--- src/rtl/pipe_ctrl_gen.sv ---
// Pipeline controller: merges stall requests, a multi-cycle hold FSM and a stage-targeted flush.
// Optional performance counters are built when PIPE_CTRL_PERF_EN is defined.
module pipe_ctrl_gen #(
  parameter int NUM_STAGES = 6,
  parameter int NUM_REQ    = 4,
  parameter int MC_STAGE   = 3,
  parameter int MC_CNT_W   = 6,
  localparam int SIDX_W    = $clog2(NUM_STAGES)
) (
  input  logic                      clk,
  input  logic                      rst,
  input  logic                      stall_all,
  input  logic [NUM_REQ-1:0]        req_valid,
  input  logic [NUM_REQ*SIDX_W-1:0] req_stage,
  input  logic                      mc_start,
  input  logic [MC_CNT_W-1:0]       mc_cycles,
  input  logic                      flush_req,
  input  logic [SIDX_W-1:0]         flush_stage,
  output logic [NUM_STAGES-1:0]     stall,
  output logic [NUM_STAGES-1:0]     flush,
  output logic                      mc_busy,
  output logic                      mc_done,
  output logic [31:0]               perf_stall,
  output logic [31:0]               perf_flush
);

  localparam logic [SIDX_W-1:0] MC_IDX = SIDX_W'(MC_STAGE);

  typedef enum logic [1:0] {IDLE, BUSY, DONE} state_t;

  state_t                state_reg, state_next;
  logic [MC_CNT_W-1:0]   cnt_reg, cnt_next;
  logic                  mc_hold;
  logic                  done_pulse;
  logic                  flush_acc;
  logic                  abort_flush;
  logic [NUM_STAGES-1:0] stall_raw;
  logic [NUM_STAGES-1:0] flush_raw;

  assign flush_acc   = flush_req & ~stall_all;
  assign abort_flush = flush_acc & (flush_stage > MC_IDX);

  genvar gi;
  generate
    for (gi = 0; gi < NUM_STAGES; gi++) begin : g_stage
      logic req_hit;
      always_comb begin
        req_hit = 1'b0;
        for (int i = 0; i < NUM_REQ; i++) begin
          if (req_valid[i] && (req_stage[i*SIDX_W +: SIDX_W] >= SIDX_W'(gi)))
            req_hit = 1'b1;
        end
      end
      assign flush_raw[gi] = flush_acc & (SIDX_W'(gi) < flush_stage);
      assign stall_raw[gi] = stall_all | req_hit | (mc_hold & (gi <= MC_STAGE));
    end
  endgenerate

  always_ff @(posedge clk or negedge rst) begin
    if (!rst) begin
      state_reg <= IDLE;
      cnt_reg   <= '0;
    end else begin
      state_reg <= state_next;
      cnt_reg   <= cnt_next;
    end
  end

  // Counter holds the number of BUSY cycles still to come after the current one,
  // so the start cycle plus BUSY cycles add up to mc_cycles-1 held cycles.
  always_comb begin
    state_next = state_reg;
    cnt_next   = cnt_reg;
    mc_hold    = 1'b0;
    done_pulse = 1'b0;
    case (state_reg)
      IDLE: begin
        if (mc_start && !stall_all && !abort_flush) begin
          if (mc_cycles >= MC_CNT_W'(3)) begin
            mc_hold    = 1'b1;
            cnt_next   = mc_cycles - MC_CNT_W'(3);
            state_next = BUSY;
          end else begin
            mc_hold    = (mc_cycles == MC_CNT_W'(2));
            state_next = DONE;
          end
        end
      end
      BUSY: begin
        if (abort_flush) begin
          state_next = IDLE;
          cnt_next   = '0;
        end else begin
          mc_hold = 1'b1;
          if (!stall_all) begin
            if (cnt_reg == '0) state_next = DONE;
            else               cnt_next   = cnt_reg - MC_CNT_W'(1);
          end
        end
      end
      DONE: begin
        if (abort_flush) begin
          state_next = IDLE;
          cnt_next   = '0;
        end else if (!stall_all) begin
          done_pulse = 1'b1;
          state_next = IDLE;
        end
      end
      default: begin
        state_next = IDLE;
        cnt_next   = '0;
      end
    endcase
  end

  // Outputs are gated by rst so the reset values appear without waiting for a clock edge.
  assign stall   = rst ? (stall_raw & ~flush_raw) : '1;
  assign flush   = rst ? flush_raw : '0;
  assign mc_busy = rst & (state_reg != IDLE);
  assign mc_done = rst & done_pulse;

`ifdef PIPE_CTRL_PERF_EN
  logic [31:0] perf_stall_reg;
  logic [31:0] perf_flush_reg;

  always_ff @(posedge clk or negedge rst) begin
    if (!rst) begin
      perf_stall_reg <= '0;
      perf_flush_reg <= '0;
    end else begin
      if ((|stall) && (perf_stall_reg != 32'hFFFF_FFFF))
        perf_stall_reg <= perf_stall_reg + 32'd1;
      if ((|flush) && (perf_flush_reg != 32'hFFFF_FFFF))
        perf_flush_reg <= perf_flush_reg + 32'd1;
    end
  end

  assign perf_stall = perf_stall_reg;
  assign perf_flush = perf_flush_reg;
`else
  assign perf_stall = 32'd0;
  assign perf_flush = 32'd0;
`endif

endmodule

--- config.mk ---
export PLATFORM = sky130hd
export DESIGN_NAME = pipe_ctrl_gen
export DESIGN_NICKNAME = d
export VERILOG_FILES = /design/src/rtl/pipe_ctrl_gen.sv
export SDC_FILE = /design/constraint.sdc
export NUM_CORES = 1
export LEC_CHECK = 0
export ABC_CLOCK_PERIOD_IN_PS = 2330
export BUFFER_PORTS_ARGS = -buffer_cell sky130_fd_sc_hd__buf_2
export CORE_AREA = 5 5 64 94
export CTS_BUF_LIST = sky130_fd_sc_hd__clkbuf_2
export CTS_CLUSTER_SIZE = 12
export DETAILED_ROUTE_END_ITERATION = 12
export DIE_AREA = 0 0 69 99
export HOLD_SLACK_MARGIN = 0.1
export SYNTH_ARGS = -nofsm -noshare
export SYNTH_HDL_FRONTEND = slang
export SYNTH_SLANG_ARGS = --single-unit
--- constraint.sdc ---
create_clock -name clk -period 2.33 [get_ports clk]
set_input_delay 0.466 -clock clk [delete_from_list [all_inputs] [get_ports clk]]
set_output_delay 0.466 -clock clk [all_outputs]
set_load 0.005 [all_outputs]
### After elaboration in Yosys (flattened, before gate mapping)

Cells that the tools add are included.
W data, S select, Z words.

* register bits: 8
* logic and storage cells: 150
* input port bits: 30
* output and inout port bits: 78

* add/subtract/negate cells: 2
* muxes and demuxes: 48
* $lt $le $gt $ge: 32
* reductions and logical operators: 33
* bitwise logic cells: 23
* eq/ne operators: 10

Operators with widths (number)
* $mux W6: 8
* $mux W1: 30
* $logic_and A1 B1 Y1: 26
* $ge A3 B1 Y1 const B: 8
* $ge A3 B2 Y1 const B: 8
* $ge A3 B3 Y1 const B: 8
* $pmux W6 S3: 1
* $mux W2: 7
* $ne A3 B3 Y1 const B: 4
* $and A1 B1 Y1: 10
* $or A1 B1 Y1: 10
* $and A6 B6 Y6: 1
* $eq A6 B2 Y1 const B: 1
* $ge A6 B2 Y1 const B: 1
* $logic_not A6 Y1: 1
* $lt A1 B3 Y1 const A: 2
* $lt A2 B3 Y1 const A: 2
* $lt A3 B3 Y1 const A: 2
* $ne A2 B2 Y1 const B: 3
* $not A6 Y6: 1
* $pmux W2 S3: 1
* $sub A6 B1 Y6 const B: 1
* $sub A6 B2 Y6 const B: 1
* $reduce_and A5 Y1: 1
* other kinds (9): 10

### Depth between registers and ports, before layout

Gate-level depths: netlist of run 1.

* word-level depth: 10
* depth in mapped cells: 6
* depth with buffers taken out: 6

### Least setup slack after synthesis of run 1

No wires, ideal clock.

* path type: input to output
* from: input mc_cycles[2]
* to: output stall[2]
* buffers on the path: 0
* arrival: 1.457 ns
* data required time: 1.864 ns
* slack: 0.407 ns
* stages on the path: 5
* cell sequence: or3_4 nor4_1 o21a_1 and4b_1 a31oi_1

* longest elaborated chain between the ends: 7
* elaborated cells between the ends (all ways): 8
* those cells by class: order compare: 1; eq/ne: 1; mux: 4; bitwise: 2

Ends and longest elaborated chain
* from (decl): RTL line 16 `input logic [MC_CNT_W-1:0] mc_cycles,`
* $ge A6 B2 Y1 / $eq A6 B2 Y1 (equally long branches): RTL line 79, 84
* $mux W1 (*): RTL line 79 `if (mc_cycles >= MC_CNT_W'(3)) begin`
* $mux W1 (*): RTL line 78 `if (mc_start && !stall_all && !abort_flush) begin`
* $pmux W1 S2 (*): RTL line 76 `case (state_reg)`
* $or A1 B1 Y1 (*): RTL line 55 `assign stall_raw[gi] = stall_all | req_hit | (mc_hold & (gi <= MC_STAGE));`
* $and A6 B6 Y6 (*): RTL line 118 `assign stall = rst ? (stall_raw & ~flush_raw) : '1;`
* $mux W6 (*): RTL line 118
* to (decl): RTL line 19 `output logic [NUM_STAGES-1:0] stall,`

Every way passes the cells marked *; elsewhere a longest branch is shown, timed or not.

### Worst setup path in the final report of run 1

* from: input mc_cycles[4]
* to: output stall[2]

Same word-level chain as after synthesis.

==> results of run 1 <==
-- cells in the final DEF, fill, tap and decap left out, types with 2 or more instances in the layout --
cell / count
nor2_1: 5
xor2_1: 2
buf_4: 12
clkbuf_2: 3
nor4_1: 3
a31oi_1: 5
inv_1: 5
a21oi_1: 9
and3_1: 2
nand3_1: 5
xnor2_1: 2
nor3_1: 3
ha_1: 2
nand2_1: 9
o211ai_1: 2
o31ai_1: 2
buf_2: 41
dfrtp_2: 2
dfrtp_1: 6
o221a_2: 2
conb_1: 64
o21a_1: 5
o21ai_0: 11
nor2b_1: 3
-- worst reg2reg max path, stage by stage (launching register included) --
cell	delay (ns)
dfrtp_1	0.45
nor4_1	0.50
nand2_1	0.26
a2bb2oi_1	0.21
nand2_1	0.12
o21ai_0	0.12
-- worst paths after layout --
kind	cells after the start	start	endpoint	slack, ns
worst max-delay path	8	mc_cycles[4]	stall[2]	0.09
worst min-delay path	2	rst	cnt_reg[5]	0.18
worst max register to register	5	cnt_reg[2]	cnt_reg[2]	0.55
worst min register to register	2	cnt_reg[5]	cnt_reg[5]	0.54
max in group asynchronous	2	rst	state_reg[0]	2.01
min in group clk	2	cnt_reg[5]	cnt_reg[5]	0.54
-- Yosys cell counts, drive strengths merged (2+ instances only) --
cell type / n
inv: 6
and3: 2
nor3: 4
nor2b: 3
o31ai: 2
nor4: 4
xnor2: 2
a31oi: 5
nand2: 10
o21ai: 12
a22oi: 2
xor2: 2
dfrtp: 8
o221a: 2
a21oi: 9
nor2: 6
o211ai: 2
nand3: 5
ha: 3
buf: 67
o21a: 5
-- cells by family after synthesis --
logic type                 after synthesis  share of synthesized area, %
buffers and inverters                   73                          35.8
AOI/OAI and AO/OA                       55                          28.3
and+or+nand+nor                         42                          16.5
DFF                                      8                          13.5
xor gates and xnor gates                 4                          2.37
adders and majority gates                3                          2.54
other                                    1                         0.254
muxes                                    1                         0.677
-- timing repair --
item,CTS,global route
gates resized for setup,2,7
buffers inserted,0,1
setup endpoints to repair,2,4
pin swaps,0,1
-- layer usage --
layer  part of all wire [%]  vias up
li1                       -      657
met1                     33      636
met2                     55       89
met3                    9.4        7
met4                    2.8        0
met5                      0        -
-- power by group --
part | internal (W) | total, W | switching, W
registers | 0.000200 | 0.000280 | 0.0000803
clock network | 0.0000351 | 0.0000891 | 0.0000540
logic | 0.000273 | 0.000618 | 0.000346
total | 0.000508 | 0.000988 | 0.000480
-- metrics by stage --
| step | util [%] | instances | TNS, ns |
|---|---|---|---|
| finish | 32.0 | 308 | 0 |
| global placement | 30.9 | 304 | -0.0208 |
| floorplan | - | 250 | 0 |
| detailed placement | 30.9 | 304 | -0.00275 |
| global route | 32.0 | 308 | 0 |
| CTS | 31.3 | 307 | 0 |
-- final cells by class --
type,count,area [µm²]
clock buffers,3,15.0
repair buffers,54,307
fillers,594,3480
flip-flops and latches,8,203
well taps,68,85.1
inverters,6,22.5
multi-input cells,169,1010
==> impl_metrics.env, run 1 <==
export IMPL_ys_seq_elements=8
export IMPL_rsz0062_at_grt="false"
export IMPL_yosys_warnings=0
export IMPL_antenna_found_initial=0
export IMPL_clkTransAtPathRegs_ns=0.09
export IMPL_cpMaxStageDelayCell="or3_4"
export IMPL_start_kind="input pin"
export IMPL_clkLatencyLatePin_ns=0.24
export IMPL_grt_busiest_layer="met2"
export IMPL_endpoint_kind="primary output"
export IMPL_slew_headroom_pct=66.0
export IMPL_ios=108
export IMPL_portBuffers=43
export IMPL_worstPathMaxFanout=2
export IMPL_htreeDepth=1
export IMPL_ant_nets=0
export IMPL_grtUsageMet2_pct=19.5
export IMPL_cts_hold_buf=0
export IMPL_fin_nets=275
export IMPL_synth_cells=187
export IMPL_coreArea_mm2=0.00512
export IMPL_final_hold_viol_count=0
export IMPL_place_congestion=0.822
export IMPL_place_hpwl_um=3240
export IMPL_met1_usage_pct=10.5
export IMPL_outcome="complete, no violations"
export IMPL_dieArea_mm2=0.00683
export IMPL_clockBufferDepth=2
export IMPL_worstMarginPinSlew_ns=0.506
export IMPL_async_reset_ff_share_pct=100
export IMPL_grt_max_degree=10
export IMPL_cts_tree="built"
export IMPL_hold_path_class="input pin to asynchronous set/reset pin"
export IMPL_largest_register_ff_count=6
export IMPL_max_freq_mhz=447
export IMPL_maxCapViolCount=0
export IMPL_wl_um=3730
export IMPL_synth_edff_count=0
export IMPL_crit_buf_inv=3
export IMPL_crit_path_max_incr_delay_ns=0.40
export IMPL_synthTopCellsByArea="buf_4 (34%), dfrtp_1 (14%), o21ai_0 (3.7%), a21oi_1 (3.0%), ha_1 (2.5%)"
export IMPL_timing_critical_path_cells="buf_6, or3_4, nor4_4, buf_4, o21a_1, and4b_1, a31oi_1, buf_2"
export IMPL_total_power_w=0.000988
export IMPL_grt_use_met3_pct=1.33
export IMPL_period_share_pct=96.0
export IMPL_synth_top_area_share_pct=33.5
export IMPL_drive_gt1_share_pct=30.8
export IMPL_grt_pass1_wl_um=5780
export IMPL_numCtsBuffers=3
export IMPL_setup_slack_ns=0.0931
export IMPL_die_h_um=99
export IMPL_ir_drop_uv=183
export IMPL_fin_area_mm2=0.00164
export IMPL_setup_viol=0
export IMPL_cts_root_buf="clkbuf_2"
export IMPL_post_place_ws_ns=-0.00275
export IMPL_ys_flop_type="dfrtp_1"
export IMPL_crit_required_ns=1.86
export IMPL_p_leak_nw=0.824
export IMPL_antennaDiodeCount=0
export IMPL_routed_via_count=1389
export IMPL_clock_sinks=8
export IMPL_first_pass_iters=5
export IMPL_die_w_um=69
export IMPL_hold_ws_ns=0.178
export IMPL_grt_total_usage_pct=10.1
export IMPL_drtIter0Drc=38
export IMPL_remaining_drc_errors=0
export IMPL_place_area_mm2=0.00158
export IMPL_slew_violations=0
export IMPL_grt_overflow=0
export IMPL_critPathTopFamily="simple AND/OR/NAND/NOR gates"
export IMPL_powerDensity_mw_per_mm2=602
export IMPL_start_util_pct=28.8
export IMPL_yosys_cell_types_count=53
export IMPL_wl_per_cell_um=12.1
export IMPL_fin_worst_skew_ns=0.00173
export IMPL_std_cell_rows=32
export IMPL_grt_pass1_vias=1312
export IMPL_syn_avg_cell_area_um2=7.90
export IMPL_timing_final_crit_period_ns=2.24
export IMPL_synth_area_mm2=0.00148
export IMPL_crit_type="input pin to primary output"
export IMPL_routed_via_density=4.51
export IMPL_worstPathArrival_ns=1.77
export IMPL_yosysSeqAreaShare_pct=13.5
export IMPL_area_growth_pct=11.1
export IMPL_yosysTopAreaCell="buf_4"
No activity file was read; power rests on OpenSTA's default activity.
==> inputs of run 2 (changes only) <==
--- a/config.mk
+++ b/config.mk
@@ -5,13 +5,14 @@
 export SDC_FILE = /design/constraint.sdc
 export NUM_CORES = 1
 export LEC_CHECK = 0
+export ABC_AREA = 1
 export ABC_CLOCK_PERIOD_IN_PS = 2330
 export BUFFER_PORTS_ARGS = -buffer_cell sky130_fd_sc_hd__buf_2
-export CORE_AREA = 5 5 64 94
+export CORE_AREA = 5 5 66 98
 export CTS_BUF_LIST = sky130_fd_sc_hd__clkbuf_2
 export CTS_CLUSTER_SIZE = 12
 export DETAILED_ROUTE_END_ITERATION = 12
-export DIE_AREA = 0 0 69 99
+export DIE_AREA = 0 0 71 103
 export HOLD_SLACK_MARGIN = 0.1
 export SYNTH_ARGS = -nofsm -noshare
 export SYNTH_HDL_FRONTEND = slang
==> run 2 against run 1 <==
Effect of this change:
- final area up 3.7%
- count of clock-buffer cells in the layout unchanged
- synthesized cell count up 47%
- hold slack worse by 0.028 ns
- sequential power down 6%
- maximum frequency up 8.9%
- total power up 4.7%
- clock power down 3.8%
- critical path type is now flop to primary output
==> impl_metrics.env, run 2 <==
export IMPL_wl_per_cell_um=10.0
export IMPL_start_util_pct=28.7
export IMPL_hold_ws_ns=0.150
export IMPL_period_share_pct=88.1
export IMPL_finalNonFillerCells=394
export IMPL_powerDensity_mw_per_mm2=608
export IMPL_layout_common_cells="conb_1 (64), nand2_1 (63), buf_2 (43)"
export IMPL_hold_path_class="input pin to asynchronous set/reset pin"
export IMPL_cts_resized=0
export IMPL_grt_pass1_vias=1370
export IMPL_timing_final_crit_period_ns=2.05
export IMPL_outcome="complete, no violations"
export IMPL_cts_hold_buf=0
export IMPL_mostFrequentLayoutCell="conb_1"
export IMPL_synth_most_common_cell="buf_4"
export IMPL_grt_total_usage_pct=9.91
export IMPL_async_reset_ff_share_pct=100
export IMPL_clock_sinks=8
export IMPL_fin_worst_skew_ns=0.00733
export IMPL_crit_top_cell="nor2_1"
export IMPL_reg2reg_to="cnt_reg[5]"
export IMPL_synth_top_area_share_pct=29.8
export IMPL_first_pass_iters=4
export IMPL_slew_violations=0
export IMPL_clkLatencyLatePin_ns=0.24
export IMPL_worstPathMaxFanout=8
export IMPL_place_inst=391
export IMPL_cpMaxStageDelayCell="dfrtp_1"
export IMPL_numCtsBuffers=3
export IMPL_rsz0062_at_grt="false"
export IMPL_grt_overflow=0
export IMPL_portBuffers=43
export IMPL_clockBufferDepth=2
export IMPL_worstPathArrival_ns=1.59
export IMPL_start_kind="flop"
export IMPL_ys_flop_type="dfrtp_1"
export IMPL_wl_met1_um=1360
export IMPL_routed_via_density=3.99
export IMPL_drive_gt1_share_pct=21.1
export IMPL_maxCapViolCount=0
export IMPL_synth_top_cells_by_count="buf_4 (64), nand2_1 (63), nor2_1 (42)"
export IMPL_std_cell_rows=34
export IMPL_htreeDepth=1
export IMPL_drtIter0Drc=36
export IMPL_antennaDiodeCount=0
export IMPL_grt_pass1_wl_um=5770
export IMPL_antenna_found_initial=0
export IMPL_max_freq_mhz=487
export IMPL_dieArea_mm2=0.00731
export IMPL_grt_max_degree=10
export IMPL_fin_nets=357
export IMPL_cts_root_buf="clkbuf_2"
export IMPL_reg2reg_depth=10
export IMPL_tns_ns=0
export IMPL_clkTransAtPathRegs_ns=0.09
export IMPL_wl_met2_um=1950
export IMPL_wl_um=3950
export IMPL_ios=108
export IMPL_die_w_um=71
export IMPL_rr_startpoint="cnt_reg[0]"
export IMPL_routed_via_count=1573
export IMPL_coreArea_mm2=0.00562
export IMPL_yosysTopAreaCell="buf_4"
export IMPL_cts_tree="built"
export IMPL_place_hpwl_um=3540
export IMPL_place_congestion=0.885
export IMPL_ir_drop_uv=261
export IMPL_synth_edff_count=0
export IMPL_final_hold_viol_count=0
export IMPL_endpoint_kind="primary output"
export IMPL_r2r_slack_ns=0.74
export IMPL_yosysSeqAreaShare_pct=12.4
export IMPL_highest_layer="met4"
export IMPL_synth_cells=275
export IMPL_syn_avg_cell_area_um2=5.86
export IMPL_yosys_warnings=0
export IMPL_crit_required_ns=1.86
export IMPL_synthTopCellsByArea="buf_4 (30%), nand2_1 (15%), dfrtp_1 (12%), nor2_1 (9.8%), inv_1 (6.5%)"
export IMPL_die_h_um=103
export IMPL_place_area_mm2=0.00169
export IMPL_timing_critical_path_cells="nor2_4, inv_2, nor2_1, nand2_1, nand3_1, nor2_1, nor2_1, buf_2"
export IMPL_ant_nets=0
export IMPL_crit_type="flop to primary output"
export IMPL_cts_setup_buffers=0
export IMPL_fin_area_mm2=0.00170
export IMPL_area_growth_pct=5.67
export IMPL_dr_wl_met3_um=488
export IMPL_setup_viol=0
export IMPL_largest_register_ff_count=6
export IMPL_p_leak_nw=1.05
export IMPL_synth_area_mm2=0.00161
export IMPL_remaining_drc_errors=0
export IMPL_ys_seq_elements=8
export IMPL_crit_path_max_incr_delay_ns=0.45
export IMPL_yosys_cell_types_count=25
## run 2: changes by cell type in the layout (fill, tap and decap cells not counted), moves of 3 or more
| cell | before | now |
|---|---|---|
| inv_1 | 5 | 28 |
| nor4_1 | 3 | 0 |
| nor2b_1 | 3 | 0 |
| a31oi_1 | 5 | 1 |
| buf_4 | 12 | 2 |
| nor2_1 | 5 | 42 |
| nand4_1 | 0 | 5 |
| inv_2 | 1 | 5 |
| a21oi_1 | 9 | 6 |
| nand2_2 | 1 | 7 |
| o21a_1 | 5 | 1 |
| nor2_2 | 0 | 3 |
| nand3_1 | 5 | 16 |
| nand2_1 | 9 | 63 |
## run 2: cells by family (layout without fill, tap and decap cells)
group / Yosys count / in the layout / share of synthesized area [%]
flip-flops: 8 / 8 / 12.4
buffers and inverters: 97 / 81 / 37.5
XOR/XNOR: 1 / 1 / 0.544
other: 1 / 64 / 0.233
adder cells (fa/ha/maj): 3 / 3 / 2.33
AO/OA/AOI/OAI: 21 / 21 / 7.23
AND/OR/NAND/NOR: 144 / 144 / 39.7
## run 2: worst max path at each step
stage	start	to	slack (ns)	cells past startpoint
finish	state_reg[0]	stall[3]	0.28	8
global route	state_reg[0]	stall[1]	0.16	8
CTS	state_reg[0]	stall[3]	0.24	8
detailed placement	mc_cycles[0]	stall[3]	0.34	9
global placement	mc_cycles[0]	stall[1]	0.37	9
floorplan	mc_cycles[0]	stall[1]	0.69	7
## run 2: area by class of cell
type | instances | area [µm²]
multi-input cells | 233 | 1040
flip-flops and latches | 8 | 200
clock buffers | 3 | 15.0
repair buffers | 45 | 230
well taps | 72 | 90.1
fillers | 683 | 3910
inverters | 33 | 124
## run 2: power by group
group	switching [W]	internal, W	total, W	leakage, nW
Clock	0.0000506	0.0000351	0.0000857	0.0125
Combinational	0.000450	0.000237	0.000687	0.935
Sequential	0.0000614	0.000200	0.000262	0.102
## run 2: per-layer routing
metal  GRT usage [%]  up-vias
met1            9.60      661
met3            2.34       11
li1                -      818
met4            5.50        0
met2            19.0       83
met5               0        -
## run 2: critical path, delay by kind of cell, from the launching register on
| family | cells | cell delay, ns |
|---|---|---|
| flip-flops | 1 | 0.45 |
| buffers and inverters | 2 | 0.21 |
| AND/OR/NAND/NOR | 6 | 0.69 |
## run 2: through the flow
| stage | power (W) | utilization, % | setup WS, ns |
|---|---|---|---|
| final | 0.00103 | 30.3 | 0.277 |
| after global routing | 0.00116 | 30.3 | 0.162 |
| after floorplan | 0.000839 | - | 0.691 |
| after global placement | 0.000955 | 30.0 | 0.367 |
| after CTS | 0.00105 | 30.3 | 0.242 |
| after detailed placement | 0.000958 | 30.0 | 0.342 |
==> inputs of run 3 (changes only) <==
--- a/config.mk
+++ b/config.mk
@@ -6,7 +6,7 @@
 export NUM_CORES = 1
 export LEC_CHECK = 0
 export ABC_AREA = 1
-export ABC_CLOCK_PERIOD_IN_PS = 2330
+export ABC_CLOCK_PERIOD_IN_PS = 2000
 export BUFFER_PORTS_ARGS = -buffer_cell sky130_fd_sc_hd__buf_2
 export CORE_AREA = 5 5 66 98
 export CTS_BUF_LIST = sky130_fd_sc_hd__clkbuf_2
==> constraint.sdc (replaced) <==
create_clock -name clk -period 2 [get_ports clk]
set_input_delay 0.4 -clock clk [delete_from_list [all_inputs] [get_ports clk]]
set_output_delay 0.4 -clock clk [all_outputs]
set_load 0.005 [all_outputs]
==> run 3 against run 2 <==
Effect of this change:
- critical path depth unchanged
- sequential share of layout area shrank 0.14 points
- register-to-register slack worse by 0.36 ns
==> impl_metrics.env, run 3 (synthesis results as in run 2) <==
export IMPL_outcome="complete, no violations"
export IMPL_dr_wl_met3_um=488
export IMPL_place_area_mm2=0.00169
export IMPL_coreArea_mm2=0.00562
export IMPL_hold_path_class="input pin to flop"
export IMPL_htreeDepth=1
export IMPL_wl_met1_um=1380
export IMPL_highest_layer="met4"
export IMPL_largest_register_ff_count=6
export IMPL_ant_nets=0
export IMPL_dieArea_mm2=0.00731
export IMPL_max_freq_mhz=531
export IMPL_rsz0062_at_grt="false"
export IMPL_maxCapViolCount=0
export IMPL_slew_violations=0
export IMPL_mostFrequentLayoutCell="conb_1"
export IMPL_die_h_um=103
export IMPL_drive_gt1_share_pct=22.2
export IMPL_cts_tree="built"
export IMPL_period_share_pct=94.1
export IMPL_routed_via_density=4.08
export IMPL_powerDensity_mw_per_mm2=721
export IMPL_clkLatencyLatePin_ns=0.25
export IMPL_crit_required_ns=1.60
export IMPL_cts_root_buf="clkbuf_2"
export IMPL_crit_type="flop to primary output"
export IMPL_antennaDiodeCount=0
export IMPL_p_leak_nw=1.07
export IMPL_fin_area_mm2=0.00173
export IMPL_std_cell_rows=34
export IMPL_grt_max_degree=9
export IMPL_clkTransAtPathRegs_ns=0.08
export IMPL_ir_drop_uv=344
export IMPL_final_hold_viol_count=0
export IMPL_clock_sinks=8
export IMPL_fin_worst_skew_ns=0.00574
export IMPL_grt_pass1_wl_um=5850
export IMPL_start_kind="flop"
export IMPL_wl_um=3990
export IMPL_remaining_drc_errors=0
export IMPL_place_congestion=0.904
export IMPL_timing_final_crit_period_ns=1.88
export IMPL_layout_common_cells="conb_1 (64), nand2_1 (63), buf_2 (43)"
export IMPL_drtIter0Drc=34
export IMPL_wl_met2_um=2080
export IMPL_setup_viol=0
export IMPL_wl_per_cell_um=10.0
export IMPL_antenna_found_initial=0
export IMPL_grt_pass1_vias=1401
export IMPL_portBuffers=43
export IMPL_ios=108
export IMPL_area_growth_pct=7.61
export IMPL_start_util_pct=28.7
export IMPL_clockBufferDepth=2
export IMPL_first_pass_iters=6
export IMPL_grt_total_usage_pct=9.81
export IMPL_numCtsBuffers=3
export IMPL_endpoint_kind="primary output"
export IMPL_total_power_w=0.00125
export IMPL_worstPathArrival_ns=1.48
export IMPL_tns_ns=0
export IMPL_die_w_um=71
export IMPL_routed_via_count=1620
export IMPL_worstPathMaxFanout=5
export IMPL_grt_overflow=0
export IMPL_place_hpwl_um=3580
export IMPL_fin_nets=360
==> run 3: cell types whose count changed in the layout (fill, tap and decap cells not counted) <==
cell,previous run,this run
nand3_2,2,3
dlygate4sd3_1,0,1
nand3_1,16,15
buf_4,2,4
dfrtp_1,8,7
dfrtp_2,0,1
==> run 3: timing repair <==
item	in CTS	in global routing
resized for setup	0	2
setup endpoints to repair	1	3
pin swaps	1	1
hold buffers	1	0
endpoints found under the hold margin	8	0
buffers inserted	2	0
==> run 3: worst max-delay path: stages, from the launching register on <==
cell and delay, ns:
dfrtp_1 0.42, nor2_4 0.17, inv_2 0.08, nor2_1 0.10, nand2_1 0.10, nand3_2 0.10, nor2_1 0.05, nor2_1 0.09
buf_2 0.12
==> run 3: per-layer routing <==
layer  vias to the layer above  track usage, %
met3                         5            2.83
li1                        825               -
met2                        81            19.6
met1                       709            9.74
met5                         -               0
met4                         0            2.60
==> run 3: through the flow <==
step,hold WS (ns),cells,setup slack [ns],util (%)
after global routing,0.541,397,0.0108,30.9
after detailed placement,0.366,391,0.121,30.0
after CTS,0.517,397,0.0442,30.7
after floorplan,0.104,338,0.493,-
final,0.507,397,0.117,30.9
after global placement,0.373,391,0.171,30.0
==> run 3: power by group <==
part           switching, W  total (W)  internal [W]
logic              0.000536   0.000841      0.000304
clock network     0.0000601   0.000101     0.0000409
registers         0.0000719   0.000307      0.000235
==> run 3: worst paths after layout <==
kind / start / end / slack, ns / cells after the start
worst max-delay path: state_reg[1] / stall[1] / 0.12 / 8
min in group asynchronous: rst / state_reg[1] / 0.72 / 3
worst min-delay path: stall_all / state_reg[1] / 0.51 / 3
max in group asynchronous: rst / state_reg[0] / 1.00 / 3
worst max register to register: cnt_reg[0] / cnt_reg[5] / 0.38 / 10
worst min register to register: cnt_reg[1] / cnt_reg[1] / 0.51 / 2
==> run 3: cell type report <==
type	instances	area, µm²
inverter	33	124
multi-input combinational	233	1050
tap	72	90.1
sequential	8	201
timing repair buffer	48	255
fill	679	3880
clock buffer	3	15.0
